**src/rtl/msxbus_pkg.sv**
```systemverilog
// Shared types and constants for the MSX cartridge-bus cycle engine.
package msxbus_pkg;

    typedef enum logic [2:0] {
        ST_IDLE   = 3'd0,
        ST_SETUP  = 3'd1,
        ST_STROBE = 3'd2,
        ST_WAITST = 3'd3,
        ST_HOLD   = 3'd4,
        ST_DONE   = 3'd5
    } state_e;

    localparam logic MIO_MEM  = 1'b0;
    localparam logic MIO_IO   = 1'b1;
    localparam logic RW_READ  = 1'b1;
    localparam logic RW_WRITE = 1'b0;

    function automatic int unsigned max3(input int unsigned a,
                                         input int unsigned b,
                                         input int unsigned c);
        int unsigned m;
        m = (a > b) ? a : b;
        return (m > c) ? m : c;
    endfunction

endpackage

```
**src/rtl/msxbus_if.sv**
```systemverilog
// Host request/response and MSX edge-pin bundle for the bus engine.
// Slot index is wide enough to also express out-of-range slot numbers.
interface msxbus_if #(
    parameter int AW    = 16,
    parameter int NSLOT = 2
);
    localparam int SW = $clog2(NSLOT + 1);

    logic          host_req;
    logic          host_mio;
    logic          host_rw;
    logic [SW-1:0] host_slot;
    logic [AW-1:0] host_addr;
    logic [7:0]    host_wdata;
    logic [7:0]    host_rdata;
    logic          host_ack;
    logic          host_err;
    logic          busy;

    logic [AW-1:0]    maddr;
    logic [7:0]       mdata_i;
    logic [7:0]       mdata_o;
    logic             mdata_oe;
    logic [NSLOT-1:0] msltsl_n;
    logic             mmreq_n;
    logic             miorq_n;
    logic             mrd_n;
    logic             mwr_n;
    logic             mwait_n;
    logic             msx_clk;

    // Engine side
    modport master (
        input  host_req, host_mio, host_rw, host_slot, host_addr, host_wdata,
        output host_rdata, host_ack, host_err, busy,
        output maddr, mdata_o, mdata_oe, msltsl_n, mmreq_n, miorq_n, mrd_n, mwr_n, msx_clk,
        input  mdata_i, mwait_n
    );

    // Host / cartridge side
    modport slave (
        output host_req, host_mio, host_rw, host_slot, host_addr, host_wdata,
        input  host_rdata, host_ack, host_err, busy,
        input  maddr, mdata_o, mdata_oe, msltsl_n, mmreq_n, miorq_n, mrd_n, mwr_n, msx_clk,
        output mdata_i, mwait_n
    );

endinterface

```
**src/rtl/msxbus_clkgen.sv**
```systemverilog
// Free-running MSX bus clock divider: msx_clk toggles every CLKDIV clk cycles.
module msx_clkgen #(
    parameter int CLKDIV = 4
) (
    input  logic clk,
    input  logic rst_n,
    output logic msx_clk
);
    localparam int DW = $clog2(CLKDIV) + 1;

    logic [DW-1:0] div_q, div_d;
    logic          msx_clk_q, msx_clk_d;

    // Next divider count and toggle decision
    always_comb begin
        div_d     = div_q + 1'b1;
        msx_clk_d = msx_clk_q;
        if (div_q == DW'(CLKDIV - 1)) begin
            div_d     = '0;
            msx_clk_d = ~msx_clk_q;
        end
    end

    // Divider state register
    always_ff @(posedge clk or negedge rst_n) begin
        if (!rst_n) begin
            div_q     <= '0;
            msx_clk_q <= 1'b1;
        end else begin
            div_q     <= div_d;
            msx_clk_q <= msx_clk_d;
        end
    end

    assign msx_clk = msx_clk_q;

endmodule

```
**src/rtl/msxbus_engine.sv**
```systemverilog
// MSX cartridge-bus cycle engine: one host request becomes a timed
// setup / strobe / WAIT-stretch / hold bus cycle, finished by a one-cycle ack.
module msxbus_engine
    import msxbus_pkg::*;
#(
    parameter int AW       = 16,
    parameter int NSLOT    = 2,
    parameter int CLKDIV   = 4,
    parameter int T_SETUP  = 1,
    parameter int T_STROBE = 3,
    parameter int T_HOLD   = 1,
    parameter int WAIT_TO  = 255
) (
    input logic       clk,
    input logic       rst_n,
    msxbus_if.master  bus
);
    localparam int SW = $clog2(NSLOT + 1);
    localparam int CW = $clog2(max3(T_SETUP, T_STROBE, T_HOLD)) + 1;
    localparam int WW = $clog2(WAIT_TO) + 1;

    state_e           state_q, state_d;
    logic [CW-1:0]    cnt_q, cnt_d;
    logic [WW-1:0]    wcnt_q, wcnt_d;
    logic             mio_q, mio_d;
    logic             rw_q, rw_d;
    logic [SW-1:0]    slot_q, slot_d;
    logic             err_q, err_d;
    logic [AW-1:0]    maddr_q, maddr_d;
    logic [7:0]       mdata_o_q, mdata_o_d;
    logic             oe_q, oe_d;
    logic [7:0]       rdata_q, rdata_d;
    logic [NSLOT-1:0] msltsl_n_q, msltsl_n_d;
    logic             mmreq_n_q, mmreq_n_d;
    logic             miorq_n_q, miorq_n_d;
    logic             mrd_n_q, mrd_n_d;
    logic             mwr_n_q, mwr_n_d;
    logic [1:0]       wsync_q;
    logic             wait_s;
    logic             bad_slot;
    logic             leave;
    logic             msx_clk_w;

    assign wait_s   = wsync_q[1];
    assign bad_slot = ({1'b0, bus.host_slot} >= (SW + 1)'(NSLOT));

    msx_clkgen #(.CLKDIV(CLKDIV)) u_clkgen (
        .clk     (clk),
        .rst_n   (rst_n),
        .msx_clk (msx_clk_w)
    );

    // Two-stage synchroniser for the asynchronous WAIT input
    always_ff @(posedge clk or negedge rst_n) begin
        if (!rst_n) begin
            wsync_q <= 2'b11;
        end else begin
            wsync_q <= {wsync_q[0], bus.mwait_n};
        end
    end

    // Next-state and registered-output logic for the bus cycle FSM
    always_comb begin
        state_d    = state_q;
        cnt_d      = cnt_q;
        wcnt_d     = wcnt_q;
        mio_d      = mio_q;
        rw_d       = rw_q;
        slot_d     = slot_q;
        err_d      = err_q;
        maddr_d    = maddr_q;
        mdata_o_d  = mdata_o_q;
        oe_d       = oe_q;
        rdata_d    = rdata_q;
        msltsl_n_d = msltsl_n_q;
        mmreq_n_d  = mmreq_n_q;
        miorq_n_d  = miorq_n_q;
        mrd_n_d    = mrd_n_q;
        mwr_n_d    = mwr_n_q;
        leave      = 1'b0;

        case (state_q)
            ST_IDLE: begin
                if (bus.host_req) begin
                    mio_d   = bus.host_mio;
                    rw_d    = bus.host_rw;
                    slot_d  = bus.host_slot;
                    maddr_d = bus.host_addr;
                    err_d   = 1'b0;
                    cnt_d   = '0;
                    if (bus.host_mio == MIO_MEM && bad_slot) begin
                        err_d   = 1'b1;
                        state_d = ST_DONE;
                    end else begin
                        state_d = ST_SETUP;
                        if (bus.host_rw == RW_WRITE) begin
                            oe_d      = 1'b1;
                            mdata_o_d = bus.host_wdata;
                        end
                    end
                end
            end
            ST_SETUP: begin
                if (cnt_q == CW'(T_SETUP - 1)) begin
                    cnt_d   = '0;
                    state_d = ST_STROBE;
                    if (mio_q == MIO_IO) begin
                        miorq_n_d = 1'b0;
                    end else begin
                        mmreq_n_d = 1'b0;
                        for (int unsigned i = 0; i < NSLOT; i++) begin
                            if (slot_q == SW'(i)) msltsl_n_d[i] = 1'b0;
                        end
                    end
                    if (rw_q == RW_READ) mrd_n_d = 1'b0;
                    else                 mwr_n_d = 1'b0;
                end else begin
                    cnt_d = cnt_q + 1'b1;
                end
            end
            ST_STROBE: begin
                if (cnt_q == CW'(T_STROBE - 1)) begin
                    cnt_d = '0;
                    if (!wait_s) begin
                        wcnt_d  = '0;
                        state_d = ST_WAITST;
                    end else begin
                        leave = 1'b1;
                    end
                end else begin
                    cnt_d = cnt_q + 1'b1;
                end
            end
            ST_WAITST: begin
                if (wait_s) begin
                    leave = 1'b1;
                end else if (wcnt_q == WW'(WAIT_TO - 1)) begin
                    err_d = 1'b1;
                    leave = 1'b1;
                end else if (wcnt_q != '1) begin
                    wcnt_d = wcnt_q + 1'b1;
                end
            end
            ST_HOLD: begin
                if (cnt_q == CW'(T_HOLD - 1)) begin
                    cnt_d   = '0;
                    oe_d    = 1'b0;
                    state_d = ST_DONE;
                end else begin
                    cnt_d = cnt_q + 1'b1;
                end
            end
            ST_DONE: begin
                state_d = ST_IDLE;
            end
            default: begin
                state_d = ST_IDLE;
            end
        endcase

        // Leaving the strobe phase: release every strobe, capture read data
        if (leave) begin
            msltsl_n_d = '1;
            mmreq_n_d  = 1'b1;
            miorq_n_d  = 1'b1;
            mrd_n_d    = 1'b1;
            mwr_n_d    = 1'b1;
            cnt_d      = '0;
            state_d    = ST_HOLD;
            if (rw_q == RW_READ) rdata_d = bus.mdata_i;
        end
    end

    // FSM state and bus-pin registers; reset releases strobes asynchronously
    always_ff @(posedge clk or negedge rst_n) begin
        if (!rst_n) begin
            state_q    <= ST_IDLE;
            cnt_q      <= '0;
            wcnt_q     <= '0;
            mio_q      <= MIO_MEM;
            rw_q       <= RW_WRITE;
            slot_q     <= '0;
            err_q      <= 1'b0;
            maddr_q    <= '0;
            mdata_o_q  <= '0;
            oe_q       <= 1'b0;
            rdata_q    <= '0;
            msltsl_n_q <= '1;
            mmreq_n_q  <= 1'b1;
            miorq_n_q  <= 1'b1;
            mrd_n_q    <= 1'b1;
            mwr_n_q    <= 1'b1;
        end else begin
            state_q    <= state_d;
            cnt_q      <= cnt_d;
            wcnt_q     <= wcnt_d;
            mio_q      <= mio_d;
            rw_q       <= rw_d;
            slot_q     <= slot_d;
            err_q      <= err_d;
            maddr_q    <= maddr_d;
            mdata_o_q  <= mdata_o_d;
            oe_q       <= oe_d;
            rdata_q    <= rdata_d;
            msltsl_n_q <= msltsl_n_d;
            mmreq_n_q  <= mmreq_n_d;
            miorq_n_q  <= miorq_n_d;
            mrd_n_q    <= mrd_n_d;
            mwr_n_q    <= mwr_n_d;
        end
    end

    assign bus.host_rdata = rdata_q;
    assign bus.host_ack   = (state_q == ST_DONE);
    assign bus.host_err   = (state_q == ST_DONE) && err_q;
    assign bus.busy       = (state_q != ST_IDLE) && (state_q != ST_DONE);
    assign bus.maddr      = maddr_q;
    assign bus.mdata_o    = mdata_o_q;
    assign bus.mdata_oe   = oe_q;
    assign bus.msltsl_n   = msltsl_n_q;
    assign bus.mmreq_n    = mmreq_n_q;
    assign bus.miorq_n    = miorq_n_q;
    assign bus.mrd_n      = mrd_n_q;
    assign bus.mwr_n      = mwr_n_q;
    assign bus.msx_clk    = msx_clk_w;

endmodule

```
**src/flat_wrapper.sv**
```systemverilog
// flat-port wrapper written by rule: the top's interface ports become plain ports
module msxbus_engine_flat import msxbus_pkg::*;
#(
    parameter int AW       = 16,
    parameter int NSLOT    = 2,
    parameter int CLKDIV   = 4,
    parameter int T_SETUP  = 1,
    parameter int T_STROBE = 3,
    parameter int T_HOLD   = 1,
    parameter int WAIT_TO  = 255
)
  (clk, rst_n, bus_host_req, bus_host_mio, bus_host_rw, bus_host_slot, bus_host_addr, bus_host_wdata, bus_host_rdata, bus_host_ack, bus_host_err, bus_busy, bus_maddr, bus_mdata_o, bus_mdata_oe, bus_msltsl_n, bus_mmreq_n, bus_miorq_n, bus_mrd_n, bus_mwr_n, bus_msx_clk, bus_mdata_i, bus_mwait_n);
  msxbus_if #(.AW(AW), .NSLOT(NSLOT)) bus_i ();
  input logic clk;
  input logic rst_n;
  input wire logic [$bits(bus_i.host_req)-1:0] bus_host_req;
  input wire logic [$bits(bus_i.host_mio)-1:0] bus_host_mio;
  input wire logic [$bits(bus_i.host_rw)-1:0] bus_host_rw;
  input wire logic [$bits(bus_i.host_slot)-1:0] bus_host_slot;
  input wire logic [$bits(bus_i.host_addr)-1:0] bus_host_addr;
  input wire logic [$bits(bus_i.host_wdata)-1:0] bus_host_wdata;
  output wire logic [$bits(bus_i.host_rdata)-1:0] bus_host_rdata;
  output wire logic [$bits(bus_i.host_ack)-1:0] bus_host_ack;
  output wire logic [$bits(bus_i.host_err)-1:0] bus_host_err;
  output wire logic [$bits(bus_i.busy)-1:0] bus_busy;
  output wire logic [$bits(bus_i.maddr)-1:0] bus_maddr;
  output wire logic [$bits(bus_i.mdata_o)-1:0] bus_mdata_o;
  output wire logic [$bits(bus_i.mdata_oe)-1:0] bus_mdata_oe;
  output wire logic [$bits(bus_i.msltsl_n)-1:0] bus_msltsl_n;
  output wire logic [$bits(bus_i.mmreq_n)-1:0] bus_mmreq_n;
  output wire logic [$bits(bus_i.miorq_n)-1:0] bus_miorq_n;
  output wire logic [$bits(bus_i.mrd_n)-1:0] bus_mrd_n;
  output wire logic [$bits(bus_i.mwr_n)-1:0] bus_mwr_n;
  output wire logic [$bits(bus_i.msx_clk)-1:0] bus_msx_clk;
  input wire logic [$bits(bus_i.mdata_i)-1:0] bus_mdata_i;
  input wire logic [$bits(bus_i.mwait_n)-1:0] bus_mwait_n;
  assign bus_i.host_req = bus_host_req;
  assign bus_i.host_mio = bus_host_mio;
  assign bus_i.host_rw = bus_host_rw;
  assign bus_i.host_slot = bus_host_slot;
  assign bus_i.host_addr = bus_host_addr;
  assign bus_i.host_wdata = bus_host_wdata;
  assign bus_host_rdata = bus_i.host_rdata;
  assign bus_host_ack = bus_i.host_ack;
  assign bus_host_err = bus_i.host_err;
  assign bus_busy = bus_i.busy;
  assign bus_maddr = bus_i.maddr;
  assign bus_mdata_o = bus_i.mdata_o;
  assign bus_mdata_oe = bus_i.mdata_oe;
  assign bus_msltsl_n = bus_i.msltsl_n;
  assign bus_mmreq_n = bus_i.mmreq_n;
  assign bus_miorq_n = bus_i.miorq_n;
  assign bus_mrd_n = bus_i.mrd_n;
  assign bus_mwr_n = bus_i.mwr_n;
  assign bus_msx_clk = bus_i.msx_clk;
  assign bus_i.mdata_i = bus_mdata_i;
  assign bus_i.mwait_n = bus_mwait_n;
  msxbus_engine #(.AW(AW), .NSLOT(NSLOT), .CLKDIV(CLKDIV), .T_SETUP(T_SETUP), .T_STROBE(T_STROBE), .T_HOLD(T_HOLD), .WAIT_TO(WAIT_TO)) u_core (.clk(clk), .rst_n(rst_n), .bus(bus_i));
endmodule
```
**config.mk**
```make
export PLATFORM = sky130hd
export DESIGN_NAME = msxbus_engine_flat
export DESIGN_NICKNAME = d
export VERILOG_FILES = /design/src/rtl/msxbus_pkg.sv /design/src/rtl/msxbus_if.sv /design/src/rtl/msxbus_clkgen.sv /design/src/rtl/msxbus_engine.sv /design/src/flat_wrapper.sv
export SDC_FILE = /design/constraint.sdc
export NUM_CORES = 1
export LEC_CHECK = 0
export ABC_AREA = 1
export ABC_CLOCK_PERIOD_IN_PS = 4050
export CELL_PAD_IN_SITES_DETAIL_PLACEMENT = 1
export CELL_PAD_IN_SITES_GLOBAL_PLACEMENT = 1
export CORE_MARGIN = 3
export CORE_UTILIZATION = 40
export CTS_BUF_LIST = sky130_fd_sc_hd__clkbuf_8
export DETAILED_ROUTE_END_ITERATION = 6
export MAX_ROUTING_LAYER = met4
export PLACE_DENSITY = 0.84
export SETUP_SLACK_MARGIN = 0.5
export SYNTH_ARGS = -nofsm -noshare
export SYNTH_HDL_FRONTEND = slang
export SYNTH_SLANG_ARGS = --single-unit
```
**constraint.sdc**
```tcl
create_clock -name clk -period 4.05 [get_ports clk]
set_input_delay 0.81 -clock clk [delete_from_list [all_inputs] [get_ports clk]]
set_output_delay 0.81 -clock clk [all_outputs]
set_load 0.01 [all_outputs]
```
==> results by group, run 1 <==
Worst setup path
  – Worst R2R End: u_core.bus.host_rdata[4]
  – Max Fanout on Critical Path: 9
  – R2r setup slk: 2.05 ns
  – Arrival time worst endpoint: 1.90 ns
  – Reg-to-reg startpoint: u_core.state_q[0]
  – CP startpoint kind: register
  – Worst Path Required: 3.24 ns
  – Critical path class: reg -> out
  – Reg2reg path depth: 7
  – Crit. End Element: output pin

GRT
  – Initial antenna violation count: 0
  – Largest net degree at the start of global routing: 45
  – Global-route wire length before repair: 14.1 mm
  – Vias in the first global route: 2937
  – Overflow after GRT: 0
  – Gr usage total: 0.212

Final layout
  – Final core utilization: 0.568
  – Fillcell total: 841
  – Footprint of the multi-input gates: 1300 um^2
  – Layout area overhead: 34.5%
  – FF+latch area: 1640 um^2
  – Antenna diode count: 0
  – NumNets Final: 479
  – Share of layout cells above drive strength 1: 0.130

Die
  – Die Height: 94.4 um
  – Core box area: 7410 um^2
  – Cell row count: 31
  – I/O pin count: 83
  – Die area: 8920 um^2
  – Die width: 94.4 um
  – Starting Density: 0.422

Placement
  – DP HPWL: 6.24 mm
  – Port Buf Inserts: 82
  – GPL Wtd Cong: 0.791

Synthesis
  – Synth warn: 0
  – Syn_nets: 392
  – Post-Syn Instances: 345
  – Mapped Area: 3130 um^2
  – Netlist cell types: 25
  – Synth area leaders: dfrtp_1, nand2_1, dfstp_2, mux2_4, nor2_1
  – Post-synth top area share: 0.448
  – Yosys top cell by area: dfrtp_1
  – #FFs+latches synth: 65
  – Seq/Total Area, Yosys: 0.524
  – Mean Syn Cell Area: 9.07 um^2

STA
  – Skew final: 0.00936 ns
  – Fmax: 0.369 GHz
  – Max Slew Vio Count: 0
  – Min Clock Period, post-route: 2.71 ns
  – Final period util: 0.670
  – Final hold violations: 0
  – Fin Setup TNS: 0 ns
  – Final setup vio count: 0
  – RSZ-0062 raised after global routing: false
  – Relative slew margins: 0.340
  – Slew at the pin closest to its max-slew limit: 0.990 ns

Run
  – Maxcap violations: 0

CTS
  – Post-CTS Resized: 0
  – H-tree depth: 3
  – Worst-skew pair later-pin latency: 0.35 ns
  – Num CTS Buffers: 9
  – CTS Hold Buffers Added: 0
  – CTS tree: built
  – Root Buffer: clkbuf_8
  – Worst-path clk slew: 0.07 ns
  – # clock sinks: 65
  – CTS max path bufs: 2
  – Postcts setup bufs: 0

Drt
  – DR vias/cell: 4.89
  – Avg WL per Cell: 15.9 um
  – Routed wire length: 8.53 mm
  – Drt pass-1 iters: 4
  – Iter 0 DRT Violations: 114
  – Post-route DRC: 0
  – DR vias: 2623
  – Post-DRT Antenna Nets: 0

Pwr
  – Cell Pwr Density: 720 nW/um^2
  – Static leakage: 2.06 nW
  – Power share of the clock group: 0.183
  – Reg power frac: 0.376
  – Worst IR drop on VDD: 399 uV
  – NetSw: 1.15 mW
  – Switching Share: 0.380
  – Comb power frac: 0.441
  – Cell Int Power: 1.88 mW

Hold path
  – Worst Hold Depth: 0
  – Worst hold endpoint: u_core.wsync_q[1]
  – Start point of the worst hold path: u_core.wsync_q[0]
  – Hold Crit Class: reg -> reg

Outcome
  – Status: completed
[registers in the layout (all words and copies together) (netlist names), 2 cells and up]
| signal | flops |
|---|---|
| u_core.wcnt_q | 9 |
| u_core.wsync_q | 2 |
| u_core.bus.msltsl_n | 2 |
| u_core.bus.maddr | 16 |
| u_core.cnt_q | 3 |
| u_core.state_q | 3 |
| u_core.u_clkgen.div_q | 3 |
| u_core.bus.mdata_o | 8 |
| u_core.bus.host_rdata | 8 |
| u_core.slot_q | 2 |
[cells in the mapped netlist (all sizes together)]
cell	count
xnor2	3
nand4	7
dfstp	9
mux2	17
nand3	20
ha	7
clkbuf	1
nand2	124
buf	6
xor2	2
o21bai	1
dfrtp	56
inv	34
nor2	35
nor3	3
o21ai	12
a21oi	8
[cell usage in the layout, fill, tap and decap left out, types with 2 or more instances in the layout]
cell type,instances
xor2_1,2
inv_1,31
nand3_1,16
nand3_2,4
nor3_1,2
nor2_1,32
dfrtp_1,56
nand4_1,6
nor2_4,3
clkdlybuf4s50_1,81
dfstp_2,9
clkinvlp_4,2
nand2_1,123
ha_1,7
a21oi_1,8
o21ai_0,12
clkbuf_8,9
mux2_4,12
inv_2,4
xnor2_1,3
mux2_2,5
[how the worst max path moves through the flow]
| stage | start | end | slack, ns | depth (start not counted) |
|---|---|---|---|---|
| floorplan | u_core.state_q[1] | bus_busy | 2.33 | 5 |
| finish | u_core.state_q[1] | bus_busy | 1.34 | 5 |
| global route | u_core.state_q[1] | bus_busy | 1.26 | 5 |
| CTS | u_core.state_q[1] | bus_busy | 1.32 | 5 |
| detailed placement | bus_host_req | u_core.bus.mdata_o[5] | 1.73 | 6 |
| global placement | bus_host_req | u_core.bus.mdata_o[6] | 1.79 | 6 |
[metal layers]
metal / wire (um) / GRT usage / vias to the layer above
met5: 0 / - / -
met4: 135 / 0.0782 / 0
met3: 379 / 0.0486 / 14
met2: 4480 / 0.365 / 70
met1: 3540 / 0.242 / 1281
li1: - / - / 1258
[cell type report]
cell class	count	area share
Inverter	34	0.0303
Sequential cell	65	0.389
Clock buffer	9	0.0294
Clock inverter	7	0.0170
Multi-Input combinational cell	239	0.309
Tap cell	99	0.0294
Timing Repair Buffer	83	0.196
[stage by stage]
stage	power [mW]	instance area, um^2	std cells	hold slack, ns	worst slack [ns]
finish	3.03	4210	536	0.357	1.34
global route	3.23	4210	536	0.361	1.26
CTS	3.06	4210	536	0.357	1.32
detailed placement	2.48	4010	520	0.347	1.73
global placement	2.39	4010	520	0.348	1.79
floorplan	1.83	3130	345	0.345	2.33
[critical path, stage by stage (launching register included)]
cell and delay, ns:
dfrtp_1 0.58, inv_1 0.08, nand2_1 0.10, nor2_1 0.07
nor2_1 0.16, clkdlybuf4s50_1 0.56
[kinds of logic after synthesis]
kind of cell             share of synthesized area
XOR/XNOR                                    0.0140
AND/OR/NAND/NOR                              0.263
flip-flops                                   0.524
AO/OA/AOI/OAI                               0.0344
multiplexers                                0.0756
adder cells (fa/ha/maj)                     0.0280
buffers and inverters                       0.0612
[power by group through the flow]
stage                     registers [mW]  clock network (mW)  logic, mW
after CTS                           1.14               0.564       1.36
after floorplan                     1.15                   0      0.678
after global routing                1.17               0.589       1.47
final                               1.14               0.555       1.34
after detailed placement            1.14                   0       1.34
after global placement              1.12                   0       1.27
Note: power is estimated with default switching activity, not from simulation.
==> inputs of run 2 (changes only) <==
--- a/config.mk
+++ b/config.mk
@@ -6,15 +6,15 @@
 export NUM_CORES = 1
 export LEC_CHECK = 0
 export ABC_AREA = 1
-export ABC_CLOCK_PERIOD_IN_PS = 4050
+export ABC_CLOCK_PERIOD_IN_PS = 2400
 export CELL_PAD_IN_SITES_DETAIL_PLACEMENT = 1
 export CELL_PAD_IN_SITES_GLOBAL_PLACEMENT = 1
 export CORE_MARGIN = 3
-export CORE_UTILIZATION = 40
+export CORE_UTILIZATION = 34
 export CTS_BUF_LIST = sky130_fd_sc_hd__clkbuf_8
 export DETAILED_ROUTE_END_ITERATION = 6
 export MAX_ROUTING_LAYER = met4
-export PLACE_DENSITY = 0.84
+export PLACE_DENSITY = 0.76
 export SETUP_SLACK_MARGIN = 0.5
 export SYNTH_ARGS = -nofsm -noshare
 export SYNTH_HDL_FRONTEND = slang
==> constraint.sdc (replaced) <==
create_clock -name clk -period 2.4 [get_ports clk]
set_input_delay 0.48 -clock clk [delete_from_list [all_inputs] [get_ports clk]]
set_output_delay 0.48 -clock clk [all_outputs]
set_load 0.01 [all_outputs]
==> run 2 against run 1 <==
First-iteration DRC count fell by 12%. Total power rose by 66%. Flip-flop and latch count did not move. Clock skew rose by 0.0030 ns. Sequential share of layout area fell by 0.63 points. Sequential power rose by 63%. Via count rose by 1.1%.
==> results by group, run 2 (synthesis gave the netlist of run 1 again) <==
Outcome
  – Status: completed

STA
  – Relative slew margins: 0.649 (+0.309)
  – Final setup vio count: 0 (unchanged)
  – WHS: 0.116 ns (-0.241 ns)
  – Final WS setup: 0.555 ns (-0.782 ns)
  – Max Slew Vio Count: 0 (unchanged)
  – Fin Setup TNS: 0 ns (unchanged)
  – Skew final: 0.0123 ns (+0.00296 ns)
  – Final period util: 0.769
  – Fmax: 0.542 GHz
  – Final hold violations: 0 (unchanged)
  – Min Clock Period, post-route: 1.84 ns
  – Slew at the pin closest to its max-slew limit: 0.521 ns (-0.469 ns)
  – RSZ-0062 raised after global routing: true

GRT
  – Met2 Use GR: 0.281 (-0.0835)
  – Met3 GRT Util: 0.0300 (-0.0186)
  – Global-route wire length before repair: 13.5 mm (-4.0%)
  – Overflow after GRT: 0 (unchanged)
  – Vias in the first global route: 2764 (-5.9%)
  – GR Layer Usage met1: 0.212 (-0.0304)
  – Largest net degree at the start of global routing: 66 (+47%)
  – Initial antenna violation count: 0 (unchanged)
  – Gr busiest metal: met2
  – Gr usage total: 0.171 (-0.0411)

Placement
  – Placed cells: 530 (+1.9%)
  – Pre-CTS setup slack: 0.390 ns (-1.34 ns)
  – Port Buf Inserts: 82 (unchanged)
  – Placed inst area: 4040 um^2 (+0.78%)
  – DP HPWL: 5.81 mm (-6.9%)
  – GPL Wtd Cong: 0.826 (+4.5%)

Worst setup path
  – Worst Path Required: 1.92 ns (-1.32 ns)
  – R2r setup slk: 0.64 ns (-1.41 ns)
  – Max Fanout on Critical Path: 5 (-4)
  – Crit. End Element: output pin
  – Critical path class: reg -> out
  – CP startpoint kind: register
  – Arrival time worst endpoint: 1.36 ns (-0.54 ns)

CTS
  – Num CTS Buffers: 9 (unchanged)
  – # clock sinks: 65 (unchanged)
  – Worst-path clk slew: 0.08 ns (about the same)
  – CTS max path bufs: 2 (unchanged)
  – H-tree depth: 3 (unchanged)
  – Worst-skew pair later-pin latency: 0.35 ns (about the same)
  – Root Buffer: clkbuf_8
  – CTS tree: built

Pwr
  – Static leakage: 2.09 nW (+1.5%)
  – Worst IR drop on VDD: 640 uV (+60%)
  – Switching Share: 0.379 (about the same)
  – Comb power frac: 0.463 (+0.022)
  – Cell Pwr Density: 1170 nW/um^2 (+63%)
  – Power share of the clock group: 0.166 (-0.017)
  – Cell Int Power: 3.12 mW (+66%)
  – Reg power frac: 0.371 (-0.005)
  – NetSw: 1.90 mW (+66%)
  – Total Power: 5.02 mW (+66%)

Drt
  – Avg WL per Cell: 14.9 um (-6.5%)
  – Drt pass-1 iters: 4 (unchanged)
  – Routed wire length: 8.21 mm (-3.7%)
  – Iter 0 DRT Violations: 100 (-12%)
  – DR vias: 2651 (+1.1%)
  – Post-route DRC: 0 (unchanged)
  – DR vias/cell: 4.80 (-1.9%)
  – Post-DRT Antenna Nets: 0 (unchanged)

Die
  – Cell row count: 34 (+9.7%)
  – Core box area: 8850 um^2 (+19%)
  – I/O pin count: 83 (unchanged)
  – Starting Density: 0.354 (-0.0687)
  – Die area: 10400 um^2 (+16%)
  – Die Height: 102 um (+7.9%)
  – Die width: 102 um (+7.9%)

Final layout
  – Fillcell total: 1042 (+24%)
  – Share of layout cells above drive strength 1: 0.176 (+0.0452)
  – Final cell count without fillers: 552 (+3.0%)
  – Fin area: 4290 um^2 (+2.0%)
  – Commonest non-fill, non-tap cell in the layout: nand2_1
  – Final core utilization: 0.485 (-0.0831)
  – Antenna diode count: 0 (unchanged)
  – Layout area overhead: 37.1%
  – Max reg flops: 16 (unchanged)
  – NumNets Final: 487 (+1.7%)
  – Most frequent cells in the layout: nand2_1, clkdlybuf4s50_1, dfrtp_1, inv_1, nor2_1

Run
  – Maxcap violations: 0 (unchanged)

Hold path
  – Hold Crit Class: in -> async
==> run 2: changes by cell type in the layout (fill, tap and decap cells not counted), moves of 4 or more <==
cell	delta
buf_4	+6
dlygate4sd2_1	+8
dfrtp_2	+4
dfrtp_1	-4
clkdlybuf4s50_1	-10
==> run 2: power by group through the flow <==
| stage | clock network, mW | logic [mW] | registers, mW |
|---|---|---|---|
| after floorplan | 0 | 1.14 | 1.94 |
| after global placement | 0 | 2.17 | 1.88 |
| after detailed placement | 0 | 2.25 | 1.91 |
| after CTS | 0.859 | 2.32 | 1.87 |
| after global routing | 0.901 | 2.58 | 1.92 |
| final | 0.835 | 2.33 | 1.86 |
==> run 2: worst paths after layout <==
| kind | start | endpoint | cells after the start |
|---|---|---|---|
| min | rst_n | u_core.bus.host_rdata[2] | 2 |
| max reg2reg | u_core.state_q[2] | u_core.bus.mdata_o[2] | 6 |
| max in group asynchronous | rst_n | u_core.u_clkgen.msx_clk | 2 |
| max | u_core.state_q[2] | bus_host_err | 3 |
| min reg2reg | u_core.wsync_q[0] | u_core.wsync_q[1] | 0 |
| min in group clk | u_core.wsync_q[0] | u_core.wsync_q[1] | 0 |
==> run 2: area by class of cell <==
class                           instances  area [um^2]  area share
Sequential cell                        65         1640       0.383
Multi-Input combinational cell        240         1350       0.314
Timing Repair Buffer                   90          868       0.202
Clock buffer                           10          138      0.0321
Tap cell                              108          135      0.0315
Inverter                               34          128      0.0298
Clock inverter                          5         32.5     0.00758
==> run 2: critical path: stages, from the launching register on <==
cell and delay [ns]:
dfrtp_2 0.43, inv_2 0.09, nor3_2 0.20, dlygate4sd2_1 0.29
==> run 2: what timing repair did <==
item	in CTS	in global routing
buffers inserted	5	1
gates cloned	0	1
hold buffers	0	0
endpoints found under the hold margin	0	0
pin swaps	2	2
gates resized for setup	19	10
setup endpoints to repair	19	18
==> run 2: routing by layer <==
layer	wire length, um	part of all wire
met2	4280	0.52
met3	245	0.030
met4	144	0.018
met5	0	0
met1	3540	0.43
